[src/rtl/lc3_execute_pkg.sv]
// lc3_execute_pkg: shared definitions for the LC3 execute stage.
//   - LC3 opcode encodings (IR[15:12])
//   - alu_control and pcselect1 encodings
//   - bit positions of the fields packed into E_Control
//   - sign-extension helpers and opcode classification functions
package lc3_execute_pkg;

   localparam int LC3_W = 16;

   localparam logic [3:0] OP_BR  = 4'b0000;
   localparam logic [3:0] OP_ADD = 4'b0001;
   localparam logic [3:0] OP_LD  = 4'b0010;
   localparam logic [3:0] OP_ST  = 4'b0011;
   localparam logic [3:0] OP_JSR = 4'b0100;
   localparam logic [3:0] OP_AND = 4'b0101;
   localparam logic [3:0] OP_LDR = 4'b0110;
   localparam logic [3:0] OP_STR = 4'b0111;
   localparam logic [3:0] OP_NOT = 4'b1001;
   localparam logic [3:0] OP_LDI = 4'b1010;
   localparam logic [3:0] OP_STI = 4'b1011;
   localparam logic [3:0] OP_JMP = 4'b1100;
   localparam logic [3:0] OP_LEA = 4'b1110;

   // Encoding 2'b11 is deliberately not named: the ALU returns zero for it.
   typedef enum logic [1:0] {
      ALU_ADD = 2'b00,
      ALU_AND = 2'b01,
      ALU_NOT = 2'b10
   } alu_ctrl_e;

   typedef enum logic [1:0] {
      PC1_OFF11 = 2'b00,
      PC1_OFF9  = 2'b01,
      PC1_OFF6  = 2'b10,
      PC1_ZERO  = 2'b11
   } pcsel1_e;

   // E_Control = {alu_control[1:0], pcselect1[1:0], pcselect2, op2select}
   localparam int EC_ALU_HI  = 5;
   localparam int EC_ALU_LO  = 4;
   localparam int EC_PCS1_HI = 3;
   localparam int EC_PCS1_LO = 2;
   localparam int EC_PCS2    = 1;
   localparam int EC_OP2SEL  = 0;

   function automatic logic [LC3_W-1:0] sext5(input logic [4:0] v);
      return {{(LC3_W-5){v[4]}}, v};
   endfunction

   function automatic logic [LC3_W-1:0] sext6(input logic [5:0] v);
      return {{(LC3_W-6){v[5]}}, v};
   endfunction

   function automatic logic [LC3_W-1:0] sext9(input logic [8:0] v);
      return {{(LC3_W-9){v[8]}}, v};
   endfunction

   function automatic logic [LC3_W-1:0] sext11(input logic [10:0] v);
      return {{(LC3_W-11){v[10]}}, v};
   endfunction

   // Opcodes whose aluout is the ALU result rather than the computed address.
   function automatic logic is_alu_op(input logic [3:0] op);
      return (op == OP_ADD) || (op == OP_AND) || (op == OP_NOT);
   endfunction

   // Opcodes that write a destination register.
   function automatic logic writes_dr(input logic [3:0] op);
      return (op == OP_ADD) || (op == OP_AND) || (op == OP_NOT) ||
             (op == OP_LD)  || (op == OP_LDR) || (op == OP_LDI) ||
             (op == OP_LEA);
   endfunction

   // Stores carry their data register in IR[11:9] instead of IR[2:0].
   function automatic logic is_store_op(input logic [3:0] op);
      return (op == OP_ST) || (op == OP_STR) || (op == OP_STI);
   endfunction

endpackage

[src/rtl/lc3_execute_alu.sv]
// lc3_execute_alu: purely combinational LC3 ALU.
//   a, b         : operands (DATA_W bits)
//   alu_control  : 00 add, 01 and, 10 not a, 11 zero
//   result       : selected result
module lc3_execute_alu
   import lc3_execute_pkg::*;
#(
   parameter int DATA_W = LC3_W
) (
   input  logic [DATA_W-1:0] a,
   input  logic [DATA_W-1:0] b,
   input  logic [1:0]        alu_control,
   output logic [DATA_W-1:0] result
);

   logic [DATA_W-1:0] sum_bits;
   logic [DATA_W-1:0] and_bits;
   logic [DATA_W-1:0] not_bits;

   assign sum_bits = a + b;

   for (genvar gi = 0; gi < DATA_W; gi++) begin : g_bitwise
      assign and_bits[gi] = a[gi] & b[gi];
      assign not_bits[gi] = ~a[gi];
   end

   always_comb begin
      result = '0;
      case (alu_control)
         ALU_ADD: result = sum_bits;
         ALU_AND: result = and_bits;
         ALU_NOT: result = not_bits;
         default: result = '0;
      endcase
   end

endmodule

[src/rtl/lc3_execute_stage.sv]
// lc3_execute_stage: LC3 execute pipeline stage.
//   Inputs : clock, reset (async active-low), E_Control, IR, npc_in,
//            bypass_alu_1/2, bypass_mem_1/2, VSR1, VSR2, W_Control_in,
//            Mem_Control_in, enable_execute, Mem_Bypass_Val
//   Outputs: aluout, pcout, W_Control_out, Mem_Control_out, M_Data, dr, NZP
//            (registered on enable_execute), sr1, sr2 (combinational)
//   Forwarded operands come from the stage's own held aluout (ALU bypass,
//   highest priority) or from Mem_Bypass_Val.
module lc3_execute_stage
   import lc3_execute_pkg::*;
#(
   parameter int DATA_W     = LC3_W,
   parameter int REG_ADDR_W = 3
) (
   input  logic                  clock,
   input  logic                  reset,
   input  logic [5:0]            E_Control,
   input  logic [DATA_W-1:0]     IR,
   input  logic [DATA_W-1:0]     npc_in,
   input  logic                  bypass_alu_1,
   input  logic                  bypass_alu_2,
   input  logic                  bypass_mem_1,
   input  logic                  bypass_mem_2,
   input  logic [DATA_W-1:0]     VSR1,
   input  logic [DATA_W-1:0]     VSR2,
   input  logic [1:0]            W_Control_in,
   input  logic                  Mem_Control_in,
   input  logic                  enable_execute,
   input  logic [DATA_W-1:0]     Mem_Bypass_Val,
   output logic [DATA_W-1:0]     aluout,
   output logic [DATA_W-1:0]     pcout,
   output logic [1:0]            W_Control_out,
   output logic                  Mem_Control_out,
   output logic [DATA_W-1:0]     M_Data,
   output logic [REG_ADDR_W-1:0] dr,
   output logic [2:0]            NZP,
   output logic [REG_ADDR_W-1:0] sr1,
   output logic [REG_ADDR_W-1:0] sr2
);

   logic [3:0]            opcode;
   logic [1:0]            alu_control;
   logic [1:0]            pcselect1;
   logic                  pcselect2;
   logic                  op2select;

   logic [DATA_W-1:0]     operand_a;
   logic [DATA_W-1:0]     src_b;
   logic [DATA_W-1:0]     operand_b;
   logic [DATA_W-1:0]     alu_result;
   logic [DATA_W-1:0]     addr_offset;
   logic [DATA_W-1:0]     addr_base;
   logic [DATA_W-1:0]     addr_sum;

   logic [DATA_W-1:0]     aluout_reg,  aluout_next;
   logic [DATA_W-1:0]     pcout_reg,   pcout_next;
   logic [1:0]            w_ctrl_reg,  w_ctrl_next;
   logic                  mem_ctrl_reg, mem_ctrl_next;
   logic [DATA_W-1:0]     m_data_reg,  m_data_next;
   logic [REG_ADDR_W-1:0] dr_reg,      dr_next;
   logic [2:0]            nzp_reg,     nzp_next;

   assign opcode      = IR[15:12];
   assign alu_control = E_Control[EC_ALU_HI:EC_ALU_LO];
   assign pcselect1   = E_Control[EC_PCS1_HI:EC_PCS1_LO];
   assign pcselect2   = E_Control[EC_PCS2];
   assign op2select   = E_Control[EC_OP2SEL];

   assign sr1 = IR[8:6];
   assign sr2 = is_store_op(opcode) ? IR[11:9] : IR[2:0];

   // Forwarding muxes: ALU bypass reads the currently held aluout register,
   // so it stays correct across stall cycles.
   always_comb begin
      operand_a = VSR1;
      if (bypass_alu_1)
         operand_a = aluout_reg;
      else if (bypass_mem_1)
         operand_a = Mem_Bypass_Val;
   end

   always_comb begin
      src_b = VSR2;
      if (bypass_alu_2)
         src_b = aluout_reg;
      else if (bypass_mem_2)
         src_b = Mem_Bypass_Val;
   end

   assign operand_b = op2select ? src_b : sext5(IR[4:0]);

   lc3_execute_alu #(
      .DATA_W(DATA_W)
   ) u_alu (
      .a           (operand_a),
      .b           (operand_b),
      .alu_control (alu_control),
      .result      (alu_result)
   );

   // Address generation: base + sign-extended offset, wrapping at 16 bits.
   always_comb begin
      addr_offset = '0;
      case (pcsel1_e'(pcselect1))
         PC1_OFF11: addr_offset = sext11(IR[10:0]);
         PC1_OFF9:  addr_offset = sext9(IR[8:0]);
         PC1_OFF6:  addr_offset = sext6(IR[5:0]);
         PC1_ZERO:  addr_offset = '0;
         default:   addr_offset = '0;
      endcase
   end

   assign addr_base = pcselect2 ? npc_in : operand_a;
   assign addr_sum  = addr_base + addr_offset;

   always_comb begin
      aluout_next   = aluout_reg;
      pcout_next    = pcout_reg;
      w_ctrl_next   = w_ctrl_reg;
      mem_ctrl_next = mem_ctrl_reg;
      m_data_next   = m_data_reg;
      dr_next       = dr_reg;
      // NZP is a one-shot: it clears on any non-capturing edge so a branch
      // is only presented to the next stage once.
      nzp_next      = '0;
      if (enable_execute) begin
         aluout_next   = is_alu_op(opcode) ? alu_result : addr_sum;
         pcout_next    = addr_sum;
         w_ctrl_next   = W_Control_in;
         mem_ctrl_next = Mem_Control_in;
         m_data_next   = src_b;
         dr_next       = writes_dr(opcode) ? IR[11:9] : '0;
         if (opcode == OP_BR)
            nzp_next = IR[11:9];
         else if (opcode == OP_JMP)
            nzp_next = 3'b111;
         else
            nzp_next = '0;
      end
   end

   always_ff @(posedge clock or negedge reset) begin
      if (!reset) begin
         aluout_reg   <= '0;
         pcout_reg    <= '0;
         w_ctrl_reg   <= '0;
         mem_ctrl_reg <= 1'b0;
         m_data_reg   <= '0;
         dr_reg       <= '0;
         nzp_reg      <= '0;
      end else begin
         aluout_reg   <= aluout_next;
         pcout_reg    <= pcout_next;
         w_ctrl_reg   <= w_ctrl_next;
         mem_ctrl_reg <= mem_ctrl_next;
         m_data_reg   <= m_data_next;
         dr_reg       <= dr_next;
         nzp_reg      <= nzp_next;
      end
   end

   assign aluout          = aluout_reg;
   assign pcout           = pcout_reg;
   assign W_Control_out   = w_ctrl_reg;
   assign Mem_Control_out = mem_ctrl_reg;
   assign M_Data          = m_data_reg;
   assign dr              = dr_reg;
   assign NZP             = nzp_reg;

endmodule

[config.mk]
export PLATFORM = sky130hd
export DESIGN_NAME = lc3_execute_stage
export DESIGN_NICKNAME = d
export VERILOG_FILES = /design/src/rtl/lc3_execute_pkg.sv /design/src/rtl/lc3_execute_alu.sv /design/src/rtl/lc3_execute_stage.sv
export SDC_FILE = /design/constraint.sdc
export NUM_CORES = 1
export LEC_CHECK = 0
export CAP_MARGIN = 25
export CORE_ASPECT_RATIO = 1.1
export CORE_MARGIN = 10
export CORE_UTILIZATION = 49
export CTS_CLUSTER_SIZE = 12
export DETAILED_ROUTE_END_ITERATION = 16
export PLACE_DENSITY = 0.85
export SKIP_LAST_GASP = 1
export SYNTH_ARGS = -nofsm -noshare
export SYNTH_HDL_FRONTEND = slang
export SYNTH_SLANG_ARGS = --single-unit
[constraint.sdc]
create_clock -name clock -period 3.08 [get_ports clock]
set_input_delay 0.77 -clock clock [delete_from_list [all_inputs] [get_ports clock]]
set_output_delay 0.77 -clock clock [all_outputs]
set_load 0.03 [all_outputs]
# After elaboration in Yosys (flattened, before gate mapping)
# Cells that the tools add are included.
[word_totals] mem_count=0 output_inout_bits=63 latchBits=0 mem_bits_rw=0 ff_bits=57 rom_bits=0 wordCells=82 inputBits=96
[classes] n_reduce_logical=11 n_eq_ne=16 n_mul=0 magnitude_cmp=0 n_bitwise=32 muxes=14 shift=0 n_div=0 addsub=2
[ops] op="$mux 16" n=7
[ops] op="$pmux 16 s4" n=1
[ops] op="$pmux 16 s3" n=1
[ops] op="$add 16x16->16" n=2
[ops] op="$eq 4x4->1 const B" n=5
[ops] op="$and 1x1->1" n=16
[ops] op="$not 1->1" n=16
[ops] op="$mux 3" n=5
[ops] op="$eq 4x3->1 const B" n=3
[ops] op="$eq 4x2->1 const B" n=2
[ops] op="$logic_or 1x1->1" n=8
[ops] op="$eq 2x2->1 const B" n=3
[ops] op="$eq 2x1->1 const B" n=2
[ops] op="$eq 4x1->1 const B" n=1
[ops] op="$logic_not 2->1" n=2
[ops] op="$logic_not 4->1" n=1

# Depth between registers and ports, before layout
# Gate-level depths: netlist (run 1).
[depth] word_depth=8 depth_mapped=16 depth_no_buf=13

# Hierarchy
# A second synthesis (run 1) with hierarchy kept.
[unflattened] cells_unflattened=651 area_unflattened_um2=5396.4
[modules_own_cells] module="lc3_execute_stage" area_per_inst_um2=4336.7 cells_each=498 seq_area_each_um2=1426.4 n_inst=1
[modules_own_cells] module="lc3_execute_alu" area_per_inst_um2=1059.8 cells_each=153 seq_area_each_um2=0.0 n_inst=1

# Worst setup path before layout (run 1)
# No wires, ideal clock.
[synth_timing] kind="input-to-reg" from="in bypass_mem_1" to="reg pcout_reg[14] (netlist: pcout[14])" n_path_buf=2 arrival_ns=3.622 path_stages=14 path_slack_ns=-0.666 setup_ns=0.125 t_required_ns=2.955 path_cell_list="buf_6 > buf_2 > mux2i_1 > o21ai_0 > mux2_2 > ha_1 > fa_1 > a211oi_1 > o21ai_0 > a41oi_1 > a21oi_1 > a31oi_1 > xnor2_1 > mux2_2"
[synth_via] elab_chain_cells=4
[synth_lines] item="start, declared" line="lc3_execute_stage.sv:22" source="input logic bypass_mem_1,"
[synth_lines] item="$mux 16" line="lc3_execute_stage.sv:78" source="else if (bypass_mem_1)"
[synth_lines] item="$mux 16" line="lc3_execute_stage.sv:76" source="if (bypass_alu_1)"
[synth_lines] item="$mux 16" line="lc3_execute_stage.sv:113" source="assign addr_base = pcselect2 ? npc_in : operand_a;"
[synth_lines] item="$add 16x16->16" line="lc3_execute_stage.sv:114" source="assign addr_sum = addr_base + addr_offset;"
[synth_lines] item="end signal, assigned" line="lc3_execute_stage.sv:153" source="pcout_reg <= pcout_next;"
[synth_lines] item="end, declared" line="lc3_execute_stage.sv:56" source="logic [DATA_W-1:0] pcout_reg, pcout_next;"
# No other way between the ends.
# A chain may end at the register's enable or synchronous reset.

# Final worst setup path (run 1)
[layout_timing] from="in bypass_mem_1" to="reg pcout_reg[13] (netlist: pcout[13])"
# Same word-level chain as after synthesis.

==> metrics, run 1 <==
status complete, but fails checks; failing checks negative setup slack; Buf/Inv on CP 3; crit end category register; DRC Markers 0; Layout Cells excl Fill ~1,100; # rows 39; worst reg2reg startpoint aluout[3]; Core Area between 10,000 and 15,000 µm²; Cell variety after synth 64; Die Span Y between 100 and 150 µm; reg2reg end pcout[13]; vias in the first global route 7,569; Mapped Cells roughly 630; leak pwr 4.31 nW; reg2reg path depth 13; Worst path top cell family by delay compound AO/OA/AOI/OAI gates; Place WS -1190 ps; Starting Density roughly half; clock network power share about 20%; Final HPWL DP about 18,000 µm; drt via density 6.84; switching pwr 0.00252 W; Synth Net Count 759; Worst path max stage delay 340 ps; GPL Wtd Cong 0.993; sequential share of the synthesized area between 20% and 30%; total CTS buffers 9; antenna-violating nets left 0; Power per Cell Area slightly above 600 nW/µm²; Die W 119 µm; main combinational cell family by area after synthesis compound AO/OA/AOI/OAI gates; Global Route Usage Sum 34.1%; first-pass GRT wire length 41,700 µm; Hold Path Class input port to async pin; WL final 32,100 µm; DR iter-0 viols 1,235; fin crit period approximately 3600 ps; CP Launch Type input port; sw frac a little over two fifths; Synth Area in Simple Gates about 16%; overall power 0.00585 W; number of port buffers 158; actual slew at the worst max-slew pin about 810 ps; hold slack 416 ps; critical path's slowest cell o211ai_1; Synth top area share between 20% and 30%; IO Pins 159; CTS tree done; mux cell area share after synthesis 17.6%; Yosys top cell by area dfrtp_1; Max Fclk 0.278 GHz; largest cells by area after synthesis dfrtp_1 27%, mux2_2 9.2%, mux2i_1 7.8%; Main synth FF type dfrtp_1; dpl cell area between 8000 and 9000 µm²; # hold bufs at CTS 0; Avg Cell Area, Syn 8.35 µm²; synth-to-layout area growth 79.7%; flop2flop setup slack -100 ps; Final setup viols 22; CP cell instances buf_8 -> buf_12 -> mux2i_2 -> o21ai_2 -> mux2_4 -> ha_4 -> nand3_2 -> o211ai_1 -> o21ai_4 -> a2111oi_4 -> buf_4 -> a31oi_4 -> nor2b_4 -> xnor2_2 -> mux2_4; Final Max Tran Viols 0; Worst path most repeated cell mux2_4; synth warn 0; Cell Count Post-Placement 1,045; adder-cell share of the synthesized area slightly below 8%; Combinational Power Share approximately three fifths; Hold Fails Final Rpt 0; Seq cells post-synth 57; initial antenna violation count 0; Worst EP arrival ~3800 ps; WP data required around 3300 ps; clk_skew approximately 15 ps; RSZ-0062 raised after global routing true; ratio of cells with drive above 1 in the final layout about two fifths; largest net degree at the start of global routing 27; gr ovfl total 0; EDFF count, synth 0; WS Path Type input port to register; Compound-Gate Fraction of Synth Area between 20% and 30%; Slew headroom 46.2%; VDD IR max approximately 0.59 mV; fin nets between 1,000 and 1,500; DR vias 7,520; Routed WL per cell about 29 µm; DRT Pass-1 Iters 8; cell area after layout between 9000 and 10,000 µm²; CTS H-tree depth 3; Max Cap Viol 0; period utilisation layout 117%; ys async rst share 100%; clk slew on worst S/H paths 70 ps; CTS Buffer Depth 2; sequential cell fraction of total power about a fifth; Root Driver clkbuf_16; worst skew pair latency around 360 ps; Num Clock Sinks 57; fin worst setup slack -516 ps; diode count 0; Pint ~0.0033 W; Synth Cell Area between 5000 and 6000 µm²; Worst Path Max Fanout 5; WP depth 15; post-synthesis xor/xnor area fraction around 3.7%; Die Area around 15,000 µm²
-- power by group through the flow --
| stage | combinational, W | sequential (W) | clock [W] |
|---|---|---|---|
| 3_5_place_dp | 0.00278 | 0.00111 | 0 |
| 2_1_floorplan | 0.00111 | 0.00144 | 0 |
| 6_report | 0.00352 | 0.00113 | 0.00119 |
| 5_1_grt | 0.00363 | 0.00114 | 0.00120 |
| 4_1_cts | 0.00307 | 0.00110 | 0.00114 |
| 3_3_place_gp | 0.00271 | 0.00109 | 0 |
-- cells by family (layout without fill, tap and decap cells) --
kind of cell | after synthesis | count (layout)
muxes | 86 | 86
AOI/OAI and AO/OA | 185 | 185
xor gates and xnor gates | 22 | 22
buffers and inverters | 61 | 386
and+or+nand+nor | 188 | 188
adders and majority gates | 32 | 32
DFF | 57 | 57
-- cell usage in the layout, fill, tap and decap left out, types with 6 or more instances in the layout --
cell / instances
mux2_4: 14
nand2_1: 85
clkdlybuf4s50_1: 125
inv_1: 20
a21o_1: 7
a21oi_2: 11
o211ai_1: 7
a21oi_1: 32
clkbuf_16: 9
mux2_2: 31
dlygate4sd2_1: 20
mux2i_1: 35
buf_4: 174
xnor2_1: 11
o21ai_1: 21
buf_6: 8
ha_4: 11
o21ai_0: 23
nor3_1: 8
ha_1: 16
dfrtp_1: 57
nor2_1: 33
o21ai_2: 13
nor2b_1: 6
xnor2_2: 8
-- cell type report --
cell class,instances,area (µm²)
clock buffer,12,256
clock inverter,4,73.8
fill,434,975
inverter,21,81.3
multi-input combinational,513,4320
sequential,57,1430
tap,143,179
timing repair buffer,349,3130
-- cells in the mapped netlist, types with 5 or more instances --
library cell	count
buf_1	5
o21ai_0	58
a21oi_1	46
clkbuf_1	28
nand2_1	91
nand2b_1	5
xnor2_1	19
a22oi_1	6
and2_1	8
ha_1	31
o211ai_1	7
nor2b_1	8
a31oi_1	9
nor2_1	37
inv_1	21
nand3_1	5
a21o_1	7
o22ai_1	5
mux2i_1	41
nor3_1	11
mux2_2	43
dfrtp_1	57
-- repair_timing --
| item | CTS | global route |
|---|---|---|
| buffers inserted | 27 | 12 |
| resized for setup | 146 | 70 |
| gates cloned | 4 | 0 |
| setup endpoints to repair | 29 | 22 |
| pin swaps | 57 | 36 |
-- worst max-delay path by stage --
stage	startpoint	end	slack, ps
final	bypass_mem_1	pcout[13]	-520
after global routing	bypass_mem_1	pcout[13]	-530
after CTS	E_Control[3]	pcout[13]	-160
after detailed placement	bypass_mem_1	aluout[15]	-1190
after global placement	bypass_mem_1	pcout[13]	-1010
after floorplan	bypass_mem_1	pcout[13]	-440
-- metal layers --
metal,part of all wire (%),global-route usage (%)
met1,33,38.5
met2,45,57.6
met3,13,8.01
met4,8.7,21.1
met5,0,0
-- metrics by stage --
step	TNS [ps]	utilization, %
after floorplan	-3180	-
after global placement	-20040	77.9
after detailed placement	-22430	77.9
after CTS	-1030	87.4
after global routing	-6850	90.7
final	-5980	90.7
No activity file was read; power rests on OpenSTA's default activity.
==> inputs of run 2 (changes only) <==
--- a/config.mk
+++ b/config.mk
@@ -9,6 +9,7 @@
 export CORE_ASPECT_RATIO = 1.1
 export CORE_MARGIN = 10
 export CORE_UTILIZATION = 49
+export CTS_BUF_LIST = sky130_fd_sc_hd__clkbuf_8 sky130_fd_sc_hd__clkbuf_16
 export CTS_CLUSTER_SIZE = 12
 export DETAILED_ROUTE_END_ITERATION = 16
 export PLACE_DENSITY = 0.85
==> run 2 against run 1 <==
Compared with the run above: the run still ends with negative setup slack left; sequential power is essentially flat; wire length is essentially flat; sequential share of layout area is the same; worst hold slack lost 0.62 ps; global-route usage is the same; clock power is essentially flat; final cell count is the same.
==> metrics, run 2 (same netlist as run 1, synthesis figures left out) <==
status complete, but fails checks; failing checks negative setup slack; Place WS -1190 ps; # rows 39; Root Driver clkbuf_16; Global Route Usage Sum about a third; Worst path most repeated cell mux2_4; fin nets 1,079; ratio of cells with drive above 1 in the final layout ~39%; VDD IR max between 0.5 and 0.6 mV; Routed WL per cell approximately 29 µm; Worst Path Max Fanout 5; critical path's slowest cell o211ai_1; diode count 0; Worst path max stage delay about 340 ps; commonest non-fill, non-tap cells in the layout 174 x buf_4, 125 x clkdlybuf4s50_1, 85 x nand2_1, 57 x dfrtp_1, 35 x mux2i_1; DR iter-0 viols 1,235; CP Launch Type input port; overall power between 0.005 and 0.006 W; WL final approximately 32,000 µm; initial antenna violation count 0; fin crit period roughly 3600 ps; drt via density 6.81; synth-to-layout area growth 79.7%; # hold bufs at CTS 0; total negative slack -6090 ps; Final setup viols 22; CTS H-tree depth 3; WP data required ~3300 ps; commonest non-fill, non-tap cell in the layout buf_4; leak pwr between 4 and 5 nW; Hold Fails Final Rpt 0; clk_skew 14.7 ps; crit end category register; first-pass GRT wire length approximately 42,000 µm; actual slew at the worst max-slew pin roughly 810 ps; CP cell instances buf_8 -> buf_12 -> mux2i_2 -> o21ai_2 -> mux2_4 -> ha_4 -> nand3_2 -> o211ai_1 -> o21ai_4 -> a2111oi_4 -> buf_4 -> a31oi_4 -> nor2b_4 -> xnor2_2 -> mux2_4; IO Pins approximately 160; GPL Wtd Cong 0.993; DRT Pass-1 Iters 7; Worst EP arrival ~3800 ps; Core Area 10,400 µm²; number of port buffers 158; GR Util met2 between 50% and 60%; vias in the first global route about 7,600; met1 GRT Util between 30 and 40%; worst skew pair latency between 300 and 400 ps; CTS tree done; antenna-violating nets left 0; Max Fclk ~0.28 GHz; gr ovfl total 0; total CTS buffers 9; Layout Cells excl Fill between 1,000 and 1,500; RSZ-0062 raised after global routing true; Slew headroom between 40 and 50%; cell area after layout about 9500 µm²; clk slew on worst S/H paths roughly 70 ps; DR vias between 7,000 and 8,000; Starting Density 50.4%; Max Cap Viol 0; WS Path Type input port to register; Die W approximately 120 µm; DRC Markers 0; Power per Cell Area roughly 620 nW/µm²; Final HPWL DP ~18,000 µm; dpl cell area around 8000 µm²; Die Area 15,300 µm²; Num Clock Sinks between 50 and 60; Die Span Y 129 µm; largest net degree at the start of global routing 27; Hold Path Class input port to async pin; Final Max Tran Viols 0; GRT busiest layer met2; GR Util met3 ~8.0%; fin worst setup slack -518 ps; CTS Buffer Depth 2; Cell Count Post-Placement 1,045; period utilisation layout 117%
==> run 2: per-stage QoR <==
| step | util [%] | hold WS [ps] |
|---|---|---|
| after floorplan | - | 474 |
| after global placement | 77.9 | 474 |
| after detailed placement | 77.9 | 487 |
| after CTS | 87.4 | 410 |
| after global routing | 90.7 | 426 |
| final | 90.7 | 416 |
==> run 2: where the power goes <==
part           switching [W]  internal, W  leakage (nW)
clock network       0.000441     0.000752         0.167
registers           0.000199     0.000936         0.687
logic                0.00189      0.00164          3.46
total                0.00252      0.00333          4.32
==> run 2: repair_timing <==
item | in CTS | in global routing
hold endpoints to repair | 0 | 0
gates resized for setup | 146 | 70
endpoints found under the setup margin | 29 | 22
pin swaps | 57 | 36
cloned | 4 | 0
buffers inserted | 27 | 12
==> run 2: layer usage <==
metal | vias up | wire [µm]
met5 | - | 0
met4 | 0 | 2800
met3 | 279 | 4110
met2 | 766 | 14400
met1 | 3486 | 10700
li1 | 2951 | -
==> run 2: area by class of cell <==
class                   count  area, µm²
multi-input cells         513       4320
repair buffers            349       3130
flip-flops and latches     57       1430
fillers                   434        975
clock buffers              11        253
well taps                 143        179
inverters                  21       81.3
clock inverters             5       77.6
==> run 2: worst paths after layout <==
path,start,slack (ps),depth (start not counted),to
setup / recovery,bypass_mem_1,-520,15,pcout[13]
hold / removal,reset,420,1,M_Data[2]
setup reg to reg,aluout[3],-100,13,pcout[13]
hold reg to reg,M_Data[12],500,1,M_Data[12]
max in group asynchronous,reset,1880,2,aluout[13]
min in group clock,M_Data[12],500,1,M_Data[12]
==> run 2: critical path, delay by kind of cell <==
family | cells | cell delay (ps)
buffers and inverters | 3 | 440
adders and majority gates | 1 | 330
and+or+nand+nor | 2 | 330
muxes | 3 | 800
xor gates and xnor gates | 1 | 120
AOI/OAI and AO/OA | 5 | 1040
==> inputs of run 3 (changes only) <==
--- a/config.mk
+++ b/config.mk
@@ -5,14 +5,13 @@
 export SDC_FILE = /design/constraint.sdc
 export NUM_CORES = 1
 export LEC_CHECK = 0
-export CAP_MARGIN = 25
 export CORE_ASPECT_RATIO = 1.1
 export CORE_MARGIN = 10
-export CORE_UTILIZATION = 49
+export CORE_UTILIZATION = 40
 export CTS_BUF_LIST = sky130_fd_sc_hd__clkbuf_8 sky130_fd_sc_hd__clkbuf_16
 export CTS_CLUSTER_SIZE = 12
 export DETAILED_ROUTE_END_ITERATION = 16
-export PLACE_DENSITY = 0.85
+export PLACE_DENSITY = 0.72
 export SKIP_LAST_GASP = 1
 export SYNTH_ARGS = -nofsm -noshare
 export SYNTH_HDL_FRONTEND = slang
==> run 3 against run 2 <==
Compared with the run above: the flow still finishes with violations (negative setup slack); wire length fell by 28%; worst setup slack improved by 270 ps; die area rose by 19%; largest cell class unchanged; maximum frequency is 8.2% higher; critical endpoint unchanged; global-route usage decreased by 9.5 points; design area decreased by 1.1%; clock skew down 11 ps; sequential cell count stayed put; critical path type unchanged.
==> metrics, run 3 (same netlist as run 1, synthesis figures left out) <==
synth-to-layout area growth 77.7%; fin crit period approximately 3300 ps; worst skew pair latency ~340 ps; CP Launch Type input port; CTS Buffer Depth 2; GPL Wtd Cong roughly 0.9; total CTS buffers 9; initial antenna violation count 0; commonest non-fill, non-tap cells in the layout 190 x buf_4, 125 x clkdlybuf4s50_1, 84 x nand2_1, 57 x dfrtp_1; Slew headroom roughly 47%; WS Path Type input port to register; Max Cap Viol 0; vias in the first global route between 6,000 and 7,000; Core Area 12,800 µm²; CTS tree done; first-pass GRT wire length 35,700 µm; total negative slack -1660 ps; leak pwr 4.29 nW; Max Fclk 0.301 GHz; number of port buffers roughly 160; DRC Markers 0; WL final between 20,000 and 25,000 µm; Worst EP arrival between 3000 and 4000 ps; drt via density approximately 5.6; Starting Density 41.3%; clk slew on worst S/H paths about 50 ps; CTS H-tree depth 3; Worst Path Max Fanout 2; status complete, but fails checks; Final setup viols 14; Die W roughly 130 µm; Power per Cell Area approximately 580 nW/µm²; failing checks negative setup slack; ratio of cells with drive above 1 in the final layout around 39%; antenna-violating nets left 0; largest net degree at the start of global routing between 50 and 60; clk_skew slightly above 4 ps; Final HPWL DP 17,000 µm; Global Route Usage Sum 24.6%; Hold Path Class register to register; crit end category register; # rows 43; IO Pins roughly 160; WP data required approximately 3300 ps; DRT Pass-1 Iters 5; Die Span Y roughly 140 µm; VDD IR max between 0.4 and 0.5 mV; Place WS -1120 ps; actual slew at the worst max-slew pin between 800 and 900 ps; Die Area about 18,000 µm²; fin worst setup slack -244 ps; gr ovfl total 0; DR iter-0 viols roughly 370; Final Max Tran Viols 0; DR vias approximately 6,300; fin nets around 1,100; RSZ-0062 raised after global routing true; commonest non-fill, non-tap cell in the layout buf_4; Hold Fails Final Rpt 0; Root Driver clkbuf_16; Routed WL per cell 20.7 µm; Num Clock Sinks 57; period utilisation layout 108%; diode count 0
-- run 3: changes by cell type in the layout (fill, tap and decap cells not counted), moves of 3 or more --
cell / delta
mux2_4: -3
ha_1: -4
mux2_2: +3
a21oi_4: -3
xnor2_2: -4
ha_2: +3
dlygate4sd2_1: -6
xnor2_1: +4
buf_4: +16
-- run 3: repair_timing --
item,4_1_cts,5_1_grt
buffers inserted,41,6
gates resized for setup,136,58
hold buffers,0,0
pin swaps,65,37
cloned,2,0
setup endpoints to repair,26,22
-- run 3: report_power, final --
part           switching [W]  leakage, nW  total (W)  internal [W]
Clock               0.000384        0.158    0.00109      0.000709
Combinational        0.00161         3.45    0.00322       0.00162
Sequential          0.000161        0.687    0.00110      0.000937
-- run 3: area by class of cell --
| type | instances | area (µm²) |
|---|---|---|
| Multi-Input combinational cell | 513 | 4180 |
| Fill cell | 922 | 3390 |
| Timing Repair Buffer | 358 | 3160 |
| Sequential cell | 57 | 1430 |
| Clock buffer | 13 | 280 |
| Tap cell | 157 | 196 |
| Inverter | 21 | 81.3 |
| Clock inverter | 2 | 35.0 |
-- run 3: critical path, stage by stage --
cell	delay [ps]
dlygate4sd2_1	260
mux2i_1	230
o21ai_2	110
mux2_4	290
ha_4	280
nand3_2	60
o211ai_1	310
o21ai_2	150
a2111oi_4	380
a31oi_1	150
nor2b_2	180
xnor2_1	120
mux2_4	250
-- run 3: path summary, 6_finish.rpt --
path / start / endpoint / slack [ps] / cells past startpoint
min reg2reg: dr[0] / dr[0] / 490 / 1
min: dr[0] / dr[0] / 490 / 1
max in group asynchronous: reset / NZP[2] / 1960 / 2
max reg2reg: aluout[2] / pcout[13] / 150 / 12
max: Mem_Bypass_Val[2] / pcout[13] / -240 / 13
min in group asynchronous: reset / W_Control_out[0] / 560 / 2
-- run 3: per-layer routing --
metal	GRT usage, %	vias up	part of all wire, %
met4	8.18	0	2.2
met1	31.0	2990	42
li1	-	2962	-
met5	0	-	0
met2	40.5	273	48
met3	5.55	33	8.6
-- run 3: stage by stage --
step | instances | area, µm² | total power [W] | utilization, % | hold slack (ps)
6_report | 1121 | 9360 | 0.00541 | 73.4 | 488
5_1_grt | 1121 | 9360 | 0.00568 | 73.4 | 502
4_1_cts | 1115 | 9140 | 0.00525 | 71.7 | 494
3_5_place_dp | 1057 | 8120 | 0.00386 | 63.7 | 479
3_3_place_gp | 1057 | 8120 | 0.00382 | 63.7 | 475
2_1_floorplan | 631 | 5390 | 0.00255 | - | 474
